<file path="src/rtl/seven_seg_scan_driver_if.sv">
// Bus between the CPU output-port register and the 7-segment scan driver.
// The master drives d/load; the slave drives the display pins and frame_done.
interface seven_seg_scan_driver_if #(
  parameter int DIGITS = 8
);
  logic [31:0]       d;
  logic              load;
  logic [6:0]        seg;
  logic [DIGITS-1:0] an;
  logic              dp;
  logic              frame_done;

  modport master (
    output d, load,
    input  seg, an, dp, frame_done
  );

  modport slave (
    input  d, load,
    output seg, an, dp, frame_done
  );
endinterface

</file>
<file path="src/rtl/seven_seg_scan_driver.sv">
// Multiplexed common-anode 7-segment driver with a tear-free display copy.
// Optional macro SEVEN_SEG_BLANK_LEADING_ZEROS_EN blanks leading zero digits.
module seven_seg_scan_driver #(
  parameter int DIGITS      = 8,
  parameter int REFRESH_DIV = 50000,
  parameter int ACTIVE_LOW  = 1
) (
  input logic                    clk,
  input logic                    clr,
  seven_seg_scan_driver_if.slave bus
);

  localparam int PW = $clog2(REFRESH_DIV);
  localparam int DW = (DIGITS > 1) ? $clog2(DIGITS) : 1;
  localparam logic [PW-1:0]     PMAX    = PW'(REFRESH_DIV - 1);
  localparam logic [DW-1:0]     DMAX    = DW'(DIGITS - 1);
  localparam logic [6:0]        SEG_OFF = {7{ACTIVE_LOW != 0}};
  localparam logic [DIGITS-1:0] AN_OFF  = {DIGITS{ACTIVE_LOW != 0}};

  logic [PW-1:0]     presc;
  logic [DW-1:0]     digit;
  logic [31:0]       pending;
  logic              flag;
  logic [31:0]       display;
  logic [6:0]        seg_q;
  logic [DIGITS-1:0] an_q;

  logic              presc_wrap;
  logic              boundary;
  logic [3:0]        nibble;
  logic [6:0]        seg_on;
  logic [DIGITS-1:0] an_on;
  logic              blank;

  assign presc_wrap = (presc == PMAX);
  assign boundary   = presc_wrap && (digit == DMAX);
  assign nibble     = 4'(display >> {digit, 2'b00});
  assign an_on      = DIGITS'(1) << digit;

  // Active-high gfedcba decode of the nibble currently being scanned.
  always_comb begin
    seg_on = 7'h00;
    case (nibble)
      4'h0: seg_on = 7'h3F;
      4'h1: seg_on = 7'h06;
      4'h2: seg_on = 7'h5B;
      4'h3: seg_on = 7'h4F;
      4'h4: seg_on = 7'h66;
      4'h5: seg_on = 7'h6D;
      4'h6: seg_on = 7'h7D;
      4'h7: seg_on = 7'h07;
      4'h8: seg_on = 7'h7F;
      4'h9: seg_on = 7'h6F;
      4'hA: seg_on = 7'h77;
      4'hB: seg_on = 7'h7C;
      4'hC: seg_on = 7'h39;
      4'hD: seg_on = 7'h5E;
      4'hE: seg_on = 7'h79;
      4'hF: seg_on = 7'h71;
      default: seg_on = 7'h00;
    endcase
  end

`ifdef SEVEN_SEG_BLANK_LEADING_ZEROS_EN
  logic [DIGITS-1:0] lead_zero;
  logic              lz;

  // A digit is a leading zero when it and every higher digit are zero; digit 0 always shows.
  always_comb begin
    lead_zero = '0;
    lz        = 1'b1;
    for (int i = DIGITS - 1; i >= 0; i--) begin
      lz           = lz && (display[4*i +: 4] == 4'h0);
      lead_zero[i] = lz;
    end
    lead_zero[0] = 1'b0;
  end

  assign blank = |(lead_zero & an_on);
`else
  assign blank = 1'b0;
`endif

  always_ff @(posedge clk) begin
    if (clr) begin
      presc   <= '0;
      digit   <= '0;
      pending <= '0;
      flag    <= 1'b0;
      display <= '0;
      seg_q   <= SEG_OFF;
      an_q    <= AN_OFF;
    end else begin
      presc <= presc_wrap ? '0 : presc + 1'b1;
      if (presc_wrap) begin
        digit <= (digit == DMAX) ? '0 : digit + 1'b1;
      end

      // A load landing on the boundary bypasses pending so it shows without a frame of delay.
      if (boundary) begin
        if (bus.load) begin
          display <= bus.d;
          flag    <= 1'b0;
        end else if (flag) begin
          display <= pending;
          flag    <= 1'b0;
        end
      end else if (bus.load) begin
        pending <= bus.d;
        flag    <= 1'b1;
      end

      an_q  <= (ACTIVE_LOW != 0) ? ~an_on : an_on;
      seg_q <= blank ? SEG_OFF : ((ACTIVE_LOW != 0) ? ~seg_on : seg_on);
    end
  end

  assign bus.seg        = seg_q;
  assign bus.an         = an_q;
  assign bus.dp         = (ACTIVE_LOW != 0);
  assign bus.frame_done = boundary;

endmodule

</file>
<file path="src/flat_wrapper.sv">
// flat-port wrapper written by rule: the top's interface ports become plain ports
module seven_seg_scan_driver_flat 
#(
  parameter int DIGITS      = 8,
  parameter int REFRESH_DIV = 50000,
  parameter int ACTIVE_LOW  = 1
)
  (clk, clr, bus_d, bus_load, bus_seg, bus_an, bus_dp, bus_frame_done);
  seven_seg_scan_driver_if #(.DIGITS(DIGITS)) bus_i ();
  input logic clk;
  input logic clr;
  input wire logic [$bits(bus_i.d)-1:0] bus_d;
  input wire logic [$bits(bus_i.load)-1:0] bus_load;
  output wire logic [$bits(bus_i.seg)-1:0] bus_seg;
  output wire logic [$bits(bus_i.an)-1:0] bus_an;
  output wire logic [$bits(bus_i.dp)-1:0] bus_dp;
  output wire logic [$bits(bus_i.frame_done)-1:0] bus_frame_done;
  assign bus_i.d = bus_d;
  assign bus_i.load = bus_load;
  assign bus_seg = bus_i.seg;
  assign bus_an = bus_i.an;
  assign bus_dp = bus_i.dp;
  assign bus_frame_done = bus_i.frame_done;
  seven_seg_scan_driver #(.DIGITS(DIGITS), .REFRESH_DIV(REFRESH_DIV), .ACTIVE_LOW(ACTIVE_LOW)) u_core (.clk(clk), .clr(clr), .bus(bus_i));
endmodule
</file>
<file path="config.mk">
export PLATFORM = sky130hd
export DESIGN_NAME = seven_seg_scan_driver_flat
export DESIGN_NICKNAME = d
export VERILOG_FILES = /design/src/rtl/seven_seg_scan_driver_if.sv /design/src/rtl/seven_seg_scan_driver.sv /design/src/flat_wrapper.sv
export SDC_FILE = /design/constraint.sdc
export NUM_CORES = 1
export LEC_CHECK = 0
export CAP_MARGIN = 20
export CORE_ASPECT_RATIO = 2
export CORE_MARGIN = 5
export CORE_UTILIZATION = 50
export DETAILED_ROUTE_END_ITERATION = 10
export GPL_TIMING_DRIVEN = 0
export PLACE_DENSITY = 0.83
export SLEW_MARGIN = 20
export SYNTH_ARGS = -nofsm -noshare
export SYNTH_HDL_FRONTEND = slang
export SYNTH_SLANG_ARGS = --single-unit
</file>
<file path="constraint.sdc">
create_clock -name clk -period 2.25 [get_ports clk]
set_clock_uncertainty 0.05 [all_clocks]
set_input_delay 0.3375 -clock clk [delete_from_list [all_inputs] [get_ports clk]]
set_output_delay 0.3375 -clock clk [all_outputs]
set_load 0.05 [all_outputs]
</file>
Yosys cells after proc, flatten, opt, wreduce, memory -nomap -nowiden. Memory sizes are Yosys's and may differ from the RTL's. Cells that the tools add are included.

Equality and inequality tests: 2. Add/sub/neg operators: 2. Shift-type cells: 2. Bitwise gates (word level): 3. Reduce and logical (&&, ||, !) cells: 6. Multiplexer cells: 3.

Operators with widths (number): 32-bit 2-to-1 mux (2); 32-bit by 5-bit >> shifter with 4-bit output (1); 16-bit by 1-bit adder with 16-bit output, second input constant (1); 16-bit == test, second input constant (1); 8-bit NOT (1); 1-bit by 3-bit << shifter with 8-bit output, first input constant (1); 7-bit NOT (1); 2-bit AND reduction (2); 2-bit OR reduction (2); 3-bit by 1-bit adder with 3-bit output, second input constant (1); 3-bit == test, second input constant (1); 3-bit 2-to-1 mux (1); 2-bit nonzero test (1); 1-bit logical AND (1); 1-bit NOT (1).

Memories: 1. Register bits after elaboration: 99. Logic and storage cells: 26. Output and inout bits: 17. ROM bits: 112. Input port bits: 35.

Memories: (no name shown) (words 16, width 7, rd ports 1, clocked after Yosys merged registers in 0, write ports 0, RTL line seven_seg_scan_driver.sv:43) `case (nibble)`.

Depth between registers and ports, before layout.
Depth in word-level cells: 4. Gate-level depth with buffers: 9. Gate-level depth less buffers: 8.

Worst setup path before layout. No wires, ideal clock.

Path kind: register to register. From: register u_core.digit[0]. To: register u_core.seg_q[3] (netlist: u_core.bus.seg[3]). Stages on the path, launching flop included: 10. Period minus slack after synthesis: 2.443 ns. Library setup time: 0.120 ns. Path buffers: 1. Path slack: -0.193 ns. Required time: 2.080 ns. Arrival time: 2.273 ns. Path through: dfxtp_1 buf_6 mux4_2 mux2i_2 inv_1 ha_1 inv_1 nor3_1 a2111o_1 o31a_1.

Longest elaborated chain between the ends: 3.

Ends and longest elaborated chain: start, declared (RTL line seven_seg_scan_driver.sv:21) `logic [DW-1:0] digit;`; start signal, assigned (RTL line seven_seg_scan_driver.sv:96) `digit <= (digit == DMAX) ? '0 : digit + 1'b1;`; 32-bit by 5-bit >> shifter with 4-bit output (RTL line seven_seg_scan_driver.sv:37) `assign nibble = 4'(display >> {digit, 2'b00});`; memory read 16 x 7 bit; 7-bit NOT (RTL line seven_seg_scan_driver.sv:114) `seg_q <= blank ? SEG_OFF : ((ACTIVE_LOW != 0) ? ~seg_on : seg_on);`; end signal, assigned (RTL line seven_seg_scan_driver.sv:114); end, declared (RTL line seven_seg_scan_driver.sv:25) `logic [6:0] seg_q;`.

No other way between the ends. A chain may end at the register's enable or synchronous reset.

Final worst setup path.
From: register u_core.digit[0]. To: output bus_frame_done.

Longest elaborated chain between the ends: 2.

Ends and longest elaborated chain: 3-bit == test (RTL line seven_seg_scan_driver.sv:36) `assign boundary = presc_wrap && (digit == DMAX);`; 1-bit logical AND (RTL line seven_seg_scan_driver.sv:36); end, declared (RTL line flat_wrapper.sv:17) `output wire logic [$bits(bus_i.frame_done)-1:0] bus_frame_done;`.

No other way between the ends.

==> results by group <==
Run status
  • Status: finished clean

Route
  • DRC violations left: 0
  • Post-route ant nets: 0
  • Wire length per cell: 16.3 µm
  • DRT Pass-1 Iters: 4
  • Vias per cell: 5.55
  • Iter 0 DRT Violations: 217
  • Routed WL: between 10000 and 15000 µm
  • Vias: about 3600

Global routing
  • Initial antenna violation count: 0
  • Vias in the first global route: 3659
  • First-pass GRT wire length: 16700 µm
  • Gr usage total: 18.7%
  • Grt ovf: 0
  • Largest net degree at the start of global routing: 15

Setup path
  • CP max FO: 4
  • Worst path required time: 1.86 ns
  • CP Launch Type: flop
  • Worst path arrival time: around 1.8 ns
  • R2R Setup Slk: 0.06 ns
  • Critical Path End Type: primary output
  • Kind of critical path: flop to primary output

Finish
  • Layout cells sized above 1: 18.5%
  • Post-layout net count: 592
  • Final Util: a little over three fifths
  • Area Overhead vs Synth: 23.8%
  • Multi-input gate area: around 2400 µm²
  • Antenna cells: 0
  • Register area: a little under 2000 µm²
  • FILL cells: 741
  • Final Cell Area: 5620 µm²

Clock tree
  • Worst skew pair latency: around 0.35 ns
  • # hold bufs at CTS: 0
  • Deepest clock path buffer count: 2
  • CTS Buf Count: 9
  • Worst-path clk slew: 0.06 ns
  • CTS tree: yes
  • Root buffer cell: clkbuf_16
  • Clock Sinks: around 100
  • H-tree depth: 3

Synthesis
  • Post-synthesis sequential area ratio: a little over two fifths
  • Post-Syn Instances: between 400 and 500
  • Synth top area share: 43.6%
  • Synth top cells by count: dfxtp_1 (99), nand2_1 (74), nor2_1 (65), a21oi_1 (38), mux2i_1 (37)
  • Post-synthesis async set-or-reset flop share: 0%
  • Mean post-synth cell area: 9.58 µm²
  • EDFF count, synth: 0
  • Ys flop type: dfxtp_1
  • Synth cell types: 45
  • Total nets after synthesis: 522
  • Synth Register Bits: 99
  • Most frequent cell after synthesis: dfxtp_1
  • Synthesized cell area: 4540 µm²
  • Leading area contributor after synthesis: dfxtp_1
  • Synth top area cells: dfxtp_1 (44%), mux2i_1 (8.2%), a211oi_2 (7.7%)
  • YS warnings: 0

Placement
  • Port Buf Inserts: 49
  • Gpl congestion: roughly 0.88
  • Placed inst area: between 5000 and 6000 µm²
  • Post-DP HPWL: 7660 µm

STA
  • Worst-Margin Slew: 0.771 ns
  • Pins Over Slew Limit: 0
  • Final Setup Violations: 0
  • Period utilization: 97.9%
  • Max Fclk: 0.454 GHz
  • Setup TNS: 0 ns
  • Final Hold Fails: 0
  • RSZ-0062 raised after global routing: true
  • Worst relative slew slack: 48.6%
  • Final min period: 2.20 ns

Pwr
  • Sw power: 0.834 mW
  • Switching share of power: 23.4%
  • Leakage: 2.13 nW
  • Logic gate share of total power: 8.4%
  • Peak VDD IR: 0.000398 V
  • Clock share of power: 40.6%
  • P_int: around 2.7 mW
  • Reg power frac: between 50 and 60%
  • Pwr/cell area: 633 nW/µm²
  • Tot Pwr: around 3.6 mW

Min path
  • Worst min path class: flop to flop

Die
  • Cell Rows: 49
  • Core Area: around 9000 µm²
  • Die W: 77.4 µm
  • Ports: 52
  • DIE AREA: 11200 µm²
  • Initial Utilization: 50.7%
  • Die Y: 145 µm

Job
  • Max Cap Viol: 0
## cell type report
class / count / area share, %
Buffer: 29 / 3.11
Clock buffer: 13 / 4.63
Multi-Input combinational cell: 335 / 43.0
Inverter: 10 / 0.779
Timing Repair Buffer: 60 / 10.7
Sequential cell: 99 / 35.3
Tap cell: 102 / 2.27
Clock inverter: 1 / 0.156
## cells in the final DEF, fill, tap and decap left out, types with 15 or more instances in the layout
| cell | count |
|---|---|
| mux2i_1 | 37 |
| nand2_1 | 74 |
| a21oi_1 | 38 |
| clkbuf_1 | 15 |
| a211oi_2 | 28 |
| dfxtp_1 | 97 |
| buf_4 | 15 |
| nor2_1 | 64 |
| clkdlybuf4s50_1 | 48 |
## flip-flops by register name, indices dropped and copies added, names as in the netlist
register and flops:
u_core.pending 32, u_core.presc 16, u_core.bus.an 8, u_core.bus.seg 7, u_core.flag 1, u_core.display 32
u_core.digit 3
## what timing repair did
action                                  CTS  global route
resized for setup                        11            19
buffers inserted                          4             6
pin swaps                                 0             1
endpoints found under the setup margin    5            62
cloned                                    0             1
## worst paths after layout
check                                        start            endpoint  cells after the start
worst min-delay path            u_core.pending[14]  u_core.pending[14]                      2
worst max register to register     u_core.digit[0]   u_core.bus.seg[3]                      9
worst max-delay path               u_core.digit[0]      bus_frame_done                      6
worst min register to register  u_core.pending[14]  u_core.pending[14]                      2
## logic make-up after synthesis
group                      Yosys count  synth area share (%)
AOI/OAI and AO/OA                   88                  15.9
xor gates and xnor gates            14                  2.70
adders and majority gates           13                  3.58
buffers and inverters               40                  4.43
DFF                                 99                  43.6
muxes                               49                  13.1
other                                1                0.0826
and+or+nand+nor                    170                  16.5
## stage by stage
stage	std cells	hold WS [ns]	worst slack, ns
6_report	649	0.403	0.0461
5_1_grt	649	0.423	-0.00969
4_1_cts	643	0.405	0.00192
3_5_place_dp	625	0.396	-0.307
3_3_place_gp	625	0.391	-0.240
2_1_floorplan	474	0.380	0.0778
## critical path, stage by stage (launching register included)
cell	delay [ns]
dfxtp_4	0.36
buf_4	0.15
ha_1	0.22
ha_1	0.23
inv_1	0.23
nor2_4	0.08
buf_4	0.20
## per-layer routing
layer / track usage [%] / part of all wire, %
met1: 17.9 / 36
met2: 35.8 / 56
met3: 3.90 / 4.4
met4: 11.1 / 3.5
met5: 0 / 0
## power by group through the flow
stage	Clock [mW]	Sequential (mW)	Combinational [mW]
2_1_floorplan	0	1.88	0.153
3_3_place_gp	0	1.85	0.292
3_5_place_dp	0	1.86	0.298
4_1_cts	1.46	1.82	0.300
5_1_grt	1.53	1.82	0.326
6_report	1.45	1.82	0.299
No activity file was read; power rests on OpenSTA's default activity.
